[src/rtl/tri_mshr_arbiter.sv]
// ----------------------------------------------------------------------------
// tri_mshr_arbiter
//
// Shares the single TRI request channel toward the L2 between SOURCE_NUM
// requesters. Each accepted request gets an MSHR id from a fixed pool and the
// owning source is recorded. L2 responses are routed back to their owner by id,
// after which the id returns to the pool.
//
// Ports:
//   clk, rst         clock, synchronous active-high reset
//   src_req_*        per-source request channel (valid/ready, packed payloads)
//   l2_req_*         single registered request channel toward the L2
//   l2_resp_*        L2 response (no backpressure)
//   src_resp_valid   one-hot response strobe, one cycle after the L2 response
//   src_resp_data    response data shared by all sources (holds last value)
//   outstanding_cnt  number of ids currently allocated
//   err_unknown_id   sticky flag: response carried an unallocated/out-of-range id
// ----------------------------------------------------------------------------
module tri_mshr_arbiter #(
    parameter int SOURCE_NUM = 2,
    parameter int MSHR_BASE  = 128,
    parameter int MSHR_NUM   = 16,
    parameter int ADDR_W     = 40
) (
    input  logic                         clk,
    input  logic                         rst,
    input  logic [SOURCE_NUM-1:0]        src_req_valid,
    output logic [SOURCE_NUM-1:0]        src_req_ready,
    input  logic [SOURCE_NUM*ADDR_W-1:0] src_req_addr,
    input  logic [SOURCE_NUM*5-1:0]      src_req_type,
    input  logic [SOURCE_NUM*64-1:0]     src_req_data,
    output logic                         l2_req_valid,
    input  logic                         l2_req_ready,
    output logic [ADDR_W-1:0]            l2_req_addr,
    output logic [4:0]                   l2_req_type,
    output logic [63:0]                  l2_req_data,
    output logic [7:0]                   l2_req_mshrid,
    input  logic                         l2_resp_valid,
    input  logic [7:0]                   l2_resp_mshrid,
    input  logic [127:0]                 l2_resp_data,
    output logic [SOURCE_NUM-1:0]        src_resp_valid,
    output logic [127:0]                 src_resp_data,
    output logic [$clog2(MSHR_NUM):0]    outstanding_cnt,
    output logic                         err_unknown_id
);

    localparam int SRC_W = (SOURCE_NUM > 1) ? $clog2(SOURCE_NUM) : 1;
    localparam int IDX_W = (MSHR_NUM > 1) ? $clog2(MSHR_NUM) : 1;
    localparam int CNT_W = $clog2(MSHR_NUM) + 1;

    logic [SRC_W-1:0]        rr_ptr;
    logic [MSHR_NUM-1:0]     busy;
    logic [SRC_W-1:0]        owner [MSHR_NUM];

    logic [2*SOURCE_NUM-1:0] dbl_valid;
    logic [SOURCE_NUM-1:0]   rot_valid;
    logic [SRC_W-1:0]        winner;
    logic                    any_valid;
    int                      win_sum;
    logic [IDX_W-1:0]        free_idx;
    logic                    id_avail;
    logic                    can_load;
    logic                    accept;
    logic                    resp_in_range;
    logic [IDX_W-1:0]        resp_idx;
    logic                    resp_hit;

    // Round-robin search: rotate the valid vector so the RR pointer sits at
    // bit 0, take the first set bit, then map back to a source index.
    assign dbl_valid = {src_req_valid, src_req_valid};
    assign rot_valid = SOURCE_NUM'(dbl_valid >> rr_ptr);

    // NOTE: every variable driven here gets a default first, so no path
    // through the block leaves it unassigned and no latch is inferred.
    always_comb begin
        winner    = '0;
        any_valid = 1'b0;
        win_sum   = 0;
        for (int n = 0; n < SOURCE_NUM; n++) begin
            if (!any_valid && rot_valid[n]) begin
                any_valid = 1'b1;
                win_sum   = int'(rr_ptr) + n;
                if (win_sum >= SOURCE_NUM) win_sum = win_sum - SOURCE_NUM;
                winner    = SRC_W'(win_sum);
            end
        end
    end

    // Lowest free pool index. Uses the busy vector before this cycle's
    // response frees anything, so a same-cycle accept never reuses a freed id.
    always_comb begin
        free_idx = '0;
        id_avail = 1'b0;
        for (int j = 0; j < MSHR_NUM; j++) begin
            if (!id_avail && !busy[j]) begin
                id_avail = 1'b1;
                free_idx = IDX_W'(j);
            end
        end
    end

    assign can_load      = !l2_req_valid || l2_req_ready;
    assign accept        = can_load && id_avail && any_valid;
    assign src_req_ready = accept ? (SOURCE_NUM'(1) << winner) : '0;

    assign resp_in_range = (l2_resp_mshrid >= 8'(MSHR_BASE)) &&
                           ({1'b0, l2_resp_mshrid} < 9'(MSHR_BASE + MSHR_NUM));
    assign resp_idx      = IDX_W'(l2_resp_mshrid - 8'(MSHR_BASE));
    assign resp_hit      = l2_resp_valid && resp_in_range && busy[resp_idx];

    // NOTE: sequential state uses non-blocking assignments so every register
    // samples the pre-edge values of the others.
    always_ff @(posedge clk) begin
        if (rst) begin
            rr_ptr          <= '0;
            l2_req_valid    <= 1'b0;
            l2_req_addr     <= '0;
            l2_req_type     <= '0;
            l2_req_data     <= '0;
            l2_req_mshrid   <= '0;
            src_resp_valid  <= '0;
            src_resp_data   <= '0;
            outstanding_cnt <= '0;
            err_unknown_id  <= 1'b0;
        end else begin
            if (accept) begin
                l2_req_valid  <= 1'b1;
                l2_req_addr   <= src_req_addr[winner*ADDR_W +: ADDR_W];
                l2_req_type   <= src_req_type[winner*5 +: 5];
                l2_req_data   <= src_req_data[winner*64 +: 64];
                l2_req_mshrid <= 8'(MSHR_BASE) + 8'(free_idx);
                rr_ptr        <= (winner == SRC_W'(SOURCE_NUM - 1)) ? '0 : winner + 1'b1;
            end else if (l2_req_ready) begin
                l2_req_valid  <= 1'b0;
            end

            src_resp_valid <= resp_hit ? (SOURCE_NUM'(1) << owner[resp_idx]) : '0;
            if (resp_hit) src_resp_data <= l2_resp_data;

            if (l2_resp_valid && !resp_hit) err_unknown_id <= 1'b1;

            if (accept && !resp_hit)      outstanding_cnt <= outstanding_cnt + CNT_W'(1);
            else if (!accept && resp_hit) outstanding_cnt <= outstanding_cnt - CNT_W'(1);
        end
    end

    // Pool bookkeeping. The freed index and the allocated index can never be
    // the same entry: one is busy and the other free before the edge.
    // NOTE: the owner table is a small register array, so it is cleared on
    // reset along with the busy bits; a late response after reset must never
    // see stale ownership.
    always_ff @(posedge clk) begin
        if (rst) begin
            busy <= '0;
            for (int j = 0; j < MSHR_NUM; j++) owner[j] <= '0;
        end else begin
            if (resp_hit) busy[resp_idx] <= 1'b0;
            if (accept) begin
                busy[free_idx]  <= 1'b1;
                owner[free_idx] <= winner;
            end
        end
    end

endmodule
[config.mk]
export PLATFORM = sky130hd
export DESIGN_NAME = tri_mshr_arbiter
export DESIGN_NICKNAME = d
export VERILOG_FILES = /design/src/rtl/tri_mshr_arbiter.sv
export SDC_FILE = /design/constraint.sdc
export NUM_CORES = 1
export LEC_CHECK = 0
export BUFFER_PORTS_ARGS = -buffer_cell sky130_fd_sc_hd__buf_2
export CAP_MARGIN = 20
export CORE_AREA = 2 2 238 240
export DETAILED_ROUTE_END_ITERATION = 6
export DIE_AREA = 0 0 240 242
export GPL_TIMING_DRIVEN = 0
export PLACE_DENSITY_LB_ADDON = 0.15
export SYNTH_ARGS = -nofsm -noshare
export SYNTH_HDL_FRONTEND = slang
export SYNTH_SLANG_ARGS = --single-unit
[constraint.sdc]
create_clock -name clk -period 4.1 [get_ports clk]
set_clock_uncertainty 0.15 [all_clocks]
set_input_delay 0.82 -clock clk [delete_from_list [all_inputs] [get_ports clk]]
set_output_delay 0.82 -clock clk [all_outputs]
set_load 0.005 [all_outputs]
==> results of run 1 <==
## area by class of cell
type                       count  area (um2)
buffer                       113         503
timing repair buffer         610        3060
clock buffer                  55        1090
clock inverter                 8         123
fill                        6073       38700
tap                          756         946
sequential                   284        5850
multi-input combinational    896        5420
antenna                       10        25.0
inverter                      10        42.5
## placed cells by master (no fill, tap or decap), drive strengths merged, types with 2 or more instances in the layout
master  synthesis  layout
buf            41     650
dfxtp         268     268
nand2         266     266
a21oi         137     137
clkbuf         75     128
nor2          125     125
mux2i         111     111
a211oi        111     111
o31ai          28      28
nor3           17      17
edfxtp         16      16
o211ai         13      13
mux4           11      11
diode           0      10
o21ai          10      10
inv             9      10
nand4           7       7
nand2b          6       6
nor2b           5       5
clkinv          1       5
o21a            4       4
or3             4       4
o311ai          4       4
ha              4       4
nor4            4       4
nand3           3       3
or2             3       3
conb            1       3
bufinv          0       3
and2            2       2
a21o            2       2
and4            2       2
## worst min path at each step
stage                        end  slack (ns)  cells after the start         startpoint
2_1_floorplan   src_resp_data[0]        0.30                      2   src_resp_data[0]
3_5_place_dp   src_resp_data[86]        0.29                      2  src_resp_data[86]
4_1_cts        src_resp_data[86]        0.30                      2  src_resp_data[86]
3_3_place_gp   src_resp_data[73]        0.29                      2  src_resp_data[73]
6_report       src_resp_data[39]        0.29                      2  src_resp_data[39]
5_1_grt        src_resp_data[37]        0.31                      2  src_resp_data[37]
## power groups by stage
stage,sequential (uW),clock [uW],combinational (uW)
final,2990,3290,986
after floorplan,3050,0,455
after CTS,2990,3410,1010
after detailed placement,3050,0,1010
after global routing,3010,3500,1090
after global placement,3040,0,1000
## metal layers
metal,GRT usage (%),part of all wire (%),up-vias
met1,19.1,38,5548
met5,0,0.083,-
li1,-,-,5889
met2,31.8,50,501
met4,6.08,2.8,8
met3,6.45,9.5,88
## metrics by stage
step | hold slack (ns) | total power, uW | std cells
finish | 0.295 | 7270 | 2742
global route | 0.312 | 7600 | 2738
floorplan | 0.298 | 3510 | 1306
global placement | 0.285 | 4050 | 2671
CTS | 0.297 | 7410 | 2732
detailed placement | 0.290 | 4060 | 2672
## timing repair
item / CTS / global route
hold buffers: 0 / 0
pin swaps: 0 / 0
gates resized for setup: 2 / 3
endpoints found under the hold margin: 0 / 0
endpoints found under the setup margin: 2 / 1
## logic make-up after synthesis
kind of cell,count (synthesis)
simple gates,449
compound gates,314
flops,284
buf+inv,126
mux,123
fa+ha+maj,5
xor+xnor,2
other cells,1
## worst reg2reg max path, cell delays in order (launching register included)
cell      delay [ns]
dfxtp_1         0.30
buf_2           0.19
and4_4          0.28
nand2b_4        0.09
o21ai_0         0.33
inv_2           0.31
buf_8           0.25
ha_1            0.23
inv_1           0.12
ha_1            0.26
nor2b_1         0.15
o21a_1          0.17
or3_1           0.30
a21oi_1         0.17
mux2_2          0.34
## cell usage after synthesis (2+ instances only)
library cell,instances,area [um2]
a211oi_1,111,833
a21o_1,2,15.0
a21oi_1,137,686
and2_1,2,12.5
buf_2,34,170
buf_4,3,22.5
buf_6,2,22.5
clkbuf_1,75,282
dfxtp_1,268,5370
edfxtp_1,16,480
ha_1,4,50.1
inv_1,7,26.3
inv_2,2,7.51
mux2i_1,111,1110
mux4_2,10,225
nand2_1,266,998
nand2b_1,5,31.3
nand3_1,3,15.0
nand4_1,6,37.5
nor2_1,125,469
nor2b_1,5,31.3
nor3_1,11,55.1
nor3_2,6,60.1
nor4_1,2,12.5
nor4_2,2,25.0
o211ai_1,12,90.1
o21a_1,4,30.0
o21ai_0,8,40.0
o21ai_1,2,10.0
o311ai_0,4,35.0
o31ai_1,21,158
o31ai_2,7,87.6
or2_2,3,18.8
or3_1,4,25.0
## state kept, by name (all words and copies together), names as in the netlist
register and count:
busy 16, rr_ptr 1, src_resp_data 128, l2_req_type 5
l2_req_valid 1, err_unknown_id 1, src_resp_valid 2, owner 16
l2_req_addr 40, l2_req_data 64, l2_req_mshrid 5, outstanding_cnt 5
==> flow_summary_export.csv, run 1 <==
group,metric,value,unit
power,combPwrFrac,13.6,%
power,p_switching,1910,uW
final_layout,syn_to_final_growth,44.8,%
route,ant_nets,0,
clock_network,cts_buffers,36,
yosys,netlist_instances,1304,
floorplanning,die_y,242,um
worst_setup_path,startpoint,"l2_resp_mshrid[0]",
yosys,ys_types,58,
worst_setup_path,crit_path_end_kind,"flip-flop",
yosys,synth_xor_area_share,0.149,%
power,p_per_area,426,nW/um2
place,dp_slack,-0.951,ns
yosys,synth_edf_count,16,
route,drc,0,
final_layout,final_area,17100,um2
yosys,synthSimpleGateAreaFrac,16.0,%
route,drt-total-wl,53.9,mm
floorplanning,initial_core_util,21.1,%
worst_setup_path,cp.required,4.38,ns
yosys,synth-compound-area-share,17.3,%
yosys,avgSynthCellArea,9.04,um2
power,leakage,0.00782,uW
clock_network,clk_pin_slew,0.05,ns
floorplanning,die-width,240,um
worst_setup_path,r2r_cells,14,
sta,worst_pin_slew,1.02,ns
flow_run,cap_violations,0,
global_route,grt_start_max_net_pins,19,
clock_network,cts_tree,"built",
yosys,synth-adder-area-share,0.594,%
sta,tns,0,ns
place,gp_congestion,0.822,
run_status,status,"completed",
worst_setup_path,regToRegSetupSlack,0.34,ns
floorplanning,io_pins,616,
power,p_seq_share,41.1,%
floorplanning,rows,87,
worst_setup_path,r2r-start,"busy[0]",
sta,grt_setup_unrepaired,"no",
final_layout,drive_above_1_share,37.4,%
power,pwr-share-clk,45.3,%
yosys,synth-seq-cells,284,
yosys,netlist_area,11800,um2
global_route,grt_first_pass_wirelength,77.2,mm
worst_setup_path,slowest_stage,"mux4_2",
min_path,min-delay-path-class,"flip-flop to flip-flop",
worst_setup_path,reg2reg_to,"outstanding_cnt[4]",
floorplanning,die_area,58100,um2
sta,drv_slew,0,
sta,slew_headroom,32.1,%
yosys,synthArstFlopShare,0,%
final_layout,fin_util,30.6,%
route,vias,12000,
route,dr.first_iter.drc_count,490,
worst_setup_path,path_buf_inv,3,
clock_network,clockRootBuffer,"clkbuf_16",
global_route,grt_remaining_overflow,0,
yosys,synth_top_family_by_area,"compound AO/OA/AOI/OAI gates",
worst_setup_path,crit_type,"input pin to flip-flop",
global_route,track_usage,17.8,%
clock_network,htree_levels,2,
sta,finalCriticalPeriod,3.91,ns
yosys,synth.area.mux_share,11.7,%
worst_setup_path,slowest_delay,0.58,ns
place,placed_area,15800,um2
route,wl_per_cell,19.7,um
sta,setup_ws,0.194,ns
global_route,grt_pass1_vias,12300,
worst_setup_path,arrival,4.19,ns
route,vias_per_cell,4.39,
yosys,yosys_warnings,0,
place,post-dp-hpwl,43.0,mm
clock_network,clock_latency,0.54,ns
worst_setup_path,crit_top_cell,"ha_1",
sta,period_share,95.3,%
worst_setup_path,critical_path_cell_count,13,
power,p_int,5360,uW
sta,hold_viol,0,
worst_setup_path,cpLargestDelayFamily,"multiplexers",
clock_network,ctsLongestPathBuffers,3,
worst_setup_path,cp-start-kind,"input pin",
route,dr.pass1.iters,4,
power,swShare,26.2,%
floorplanning,fp.coreArea,55700,um2
sta,fmax,0.256,GHz
yosys,ys_seq_area_share,49.6,%
worst_setup_path,crit_path_cell_trace,"buf_2 > mux4_2 > nand4_1 > o211ai_4 > clkinv_4 > ha_1 > inv_1 > ha_1 > nor2b_1 > o21a_1 > or3_1 > a21oi_1 > mux2_2",
place,portBuffers,609,
worst_setup_path,endpoint,"outstanding_cnt[4]",
yosys,ys.flop_type,"dfxtp_1",
clock_network,cts_setup_buffers,0,
final_layout,num-nets-final,2316,
global_route,antenna_found_initial,19,
sta,setup_viol,0,
worst_setup_path,critPathMaxFanout,14,
power,ir_worst_vdd,0.233,mV
clock_network,cts_num_sinks,284,
(Power assumes the default switching activity.)
==> run 2, diff against run 1 <==
--- a/config.mk
+++ b/config.mk
@@ -7,9 +7,11 @@
 export LEC_CHECK = 0
 export BUFFER_PORTS_ARGS = -buffer_cell sky130_fd_sc_hd__buf_2
 export CAP_MARGIN = 20
-export CORE_AREA = 2 2 238 240
+export CELL_PAD_IN_SITES_DETAIL_PLACEMENT = 0
+export CELL_PAD_IN_SITES_GLOBAL_PLACEMENT = 1
+export CORE_AREA = 2 2 237 239
 export DETAILED_ROUTE_END_ITERATION = 6
-export DIE_AREA = 0 0 240 242
+export DIE_AREA = 0 0 239 241
 export GPL_TIMING_DRIVEN = 0
 export PLACE_DENSITY_LB_ADDON = 0.15
 export SYNTH_ARGS = -nofsm -noshare
==> flow_summary_export.csv, run 2 (synthesized netlist as in run 1, its figures left out) <==
group,metric,value,unit
global_route,grt_remaining_overflow,0,
power,p_per_area,429,nW/um2
global_route,grtUsageMet1,20.5,%
route,dr.first_iter.drc_count,518,
power,leakage,0.00784,uW
final_layout,final_cell_mix,"buf_2 (641), dfxtp_1 (268), nand2_1 (266)",
route,wl_per_cell,20.6,um
sta,hold_viol,0,
place,numPlacedInstances,2619,
sta,fmax,0.257,GHz
worst_setup_path,arrival,4.17,ns
global_route,grt_pass1_vias,11900,
run_status,status,"completed",
flow_run,cap_violations,0,
final_layout,reg_top3,"src_resp_data: 128 flops, l2_req_data: 64 flops, l2_req_addr: 40 flops",
sta,hold_ws,0.293,ns
route,drc,0,
worst_setup_path,critPathMaxFanout,14,
floorplanning,fp.coreArea,54900,um2
final_layout,layoutNonFillerInstCount,2693,
worst_setup_path,slowest_delay,0.54,ns
floorplanning,die_y,241,um
min_path,hp-start,"src_resp_data[127]",
power,ir_worst_vdd,0.233,mV
route,ant_nets,0,
clock_network,ctsLongestPathBuffers,3,
worst_setup_path,cp.required,4.38,ns
clock_network,cts_tree,"built",
final_layout,fin_util,31.0,%
final_layout,final_common_cell,"buf_2",
route,vias,12000,
place,gp_congestion,0.816,
worst_setup_path,crit_type,"input pin to flip-flop",
global_route,use_met3,6.23,%
sta,setup_viol,0,
sta,drv_slew,0,
global_route,grt_first_pass_wirelength,77.6,mm
worst_setup_path,r2r-start,"busy[3]",
sta,finalCriticalPeriod,3.89,ns
global_route,grtUsageMet2,32.2,%
global_route,grt_start_max_net_pins,15,
route,drt-total-wl,55.4,mm
sta,worst_pin_slew,1.05,ns
floorplanning,rows,86,
worst_setup_path,slowest_stage,"mux4_2",
final_layout,syn_to_final_growth,44.3,%
final_layout,top_register,"src_resp_data",
final_layout,num-nets-final,2319,
sta,slew_headroom,30.0,%
sta,grt_setup_unrepaired,"no",
clock_network,cts_buffers,38,
clock_network,clk_pin_slew,0.05,ns
worst_setup_path,crit_path_end_kind,"flip-flop",
worst_setup_path,r2r_cells,13,
global_route,track_usage,18.2,%
min_path,hold_path_depth,2,
floorplanning,die_area,57600,um2
clock_network,htree_levels,2,
clock_network,clockRootBuffer,"clkbuf_16",
clock_network,holdBufCountCts,0,
min_path,min-delay-path-class,"flip-flop to flip-flop",
final_layout,largest_reg_flops,128,
floorplanning,initial_core_util,21.5,%
route,dr.pass1.iters,4,
floorplanning,io_pins,616,
sta,tns,0,ns
clock_network,cts_num_sinks,284,
worst_setup_path,crit_top_cell,"ha_1",
worst_setup_path,crit_path_cell_trace,"clkbuf_4 > mux4_2 > nand4b_1 > o211ai_2 > bufinv_8 > ha_1 > inv_1 > ha_1 > nor2b_1 > o21a_1 > or3_1 > a21oi_1 > mux2_2",
global_route,gr-max-usage-layer,"met2",
worst_setup_path,startpoint,"l2_resp_mshrid[0]",
worst_setup_path,cp-start-kind,"input pin",
floorplanning,die-width,239,um
global_route,antenna_found_initial,26,
route,vias_per_cell,4.45,
place,portBuffers,609,
clock_network,clock_latency,0.54,ns
place,post-dp-hpwl,44.0,mm
final_layout,drive_above_1_share,37.4,%
sta,period_share,94.9,%
==> run 2: through the flow <==
step	power [uW]	cell area [um2]	worst slack (ns)
floorplan	3510	11800	0.0726
global placement	4050	15700	-1.09
detailed placement	4060	15700	-1.11
CTS	7430	17000	0.0766
global route	7610	17000	0.00123
finish	7290	17000	0.209
==> run 2: cell type report <==
class	count	area (um2)
Clock buffer	60	1140
Buffer	114	513
Fill cell	5983	37900
Tap cell	704	881
Inverter	10	51.3
Clock inverter	6	83.8
Multi-Input combinational cell	896	5410
Timing Repair Buffer	610	3060
Sequential cell	284	5850
Antenna cell	9	22.5
==> run 2: critical path, delay by kind of cell <==
family / cells / cell delay [ns]
AOI/OAI and AO/OA: 3 / 0.58
adders and majority gates: 2 / 0.55
buffers and inverters: 3 / 0.63
muxes: 2 / 0.88
and+or+nand+nor: 3 / 0.68
==> run 2: worst paths after layout <==
kind | to | slack (ns)
max | outstanding_cnt[4] | 0.21
min | src_resp_data[127] | 0.29
max reg2reg | outstanding_cnt[4] | 0.34
min reg2reg | src_resp_data[127] | 0.29
==> run 2: routing by layer <==
metal | wire (um) | share of wire, %
met1 | 21900 | 40
met2 | 27000 | 49
met3 | 4830 | 8.7
met4 | 1530 | 2.8
met5 | 80 | 0.14
==> run 2: report_power, final <==
part,leakage [uW],switching (uW),total [uW],internal (uW)
clock network,0.000604,1280,3310,2030
registers,0.00235,72.7,2990,2920
logic,0.00488,572,989,417
==> run 2: timing repair <==
item	in CTS	in global routing
setup endpoints to repair	3	1
pin swaps	0	0
gates resized for setup	5	3
endpoints found under the hold margin	0	0
buffers inserted	1	0
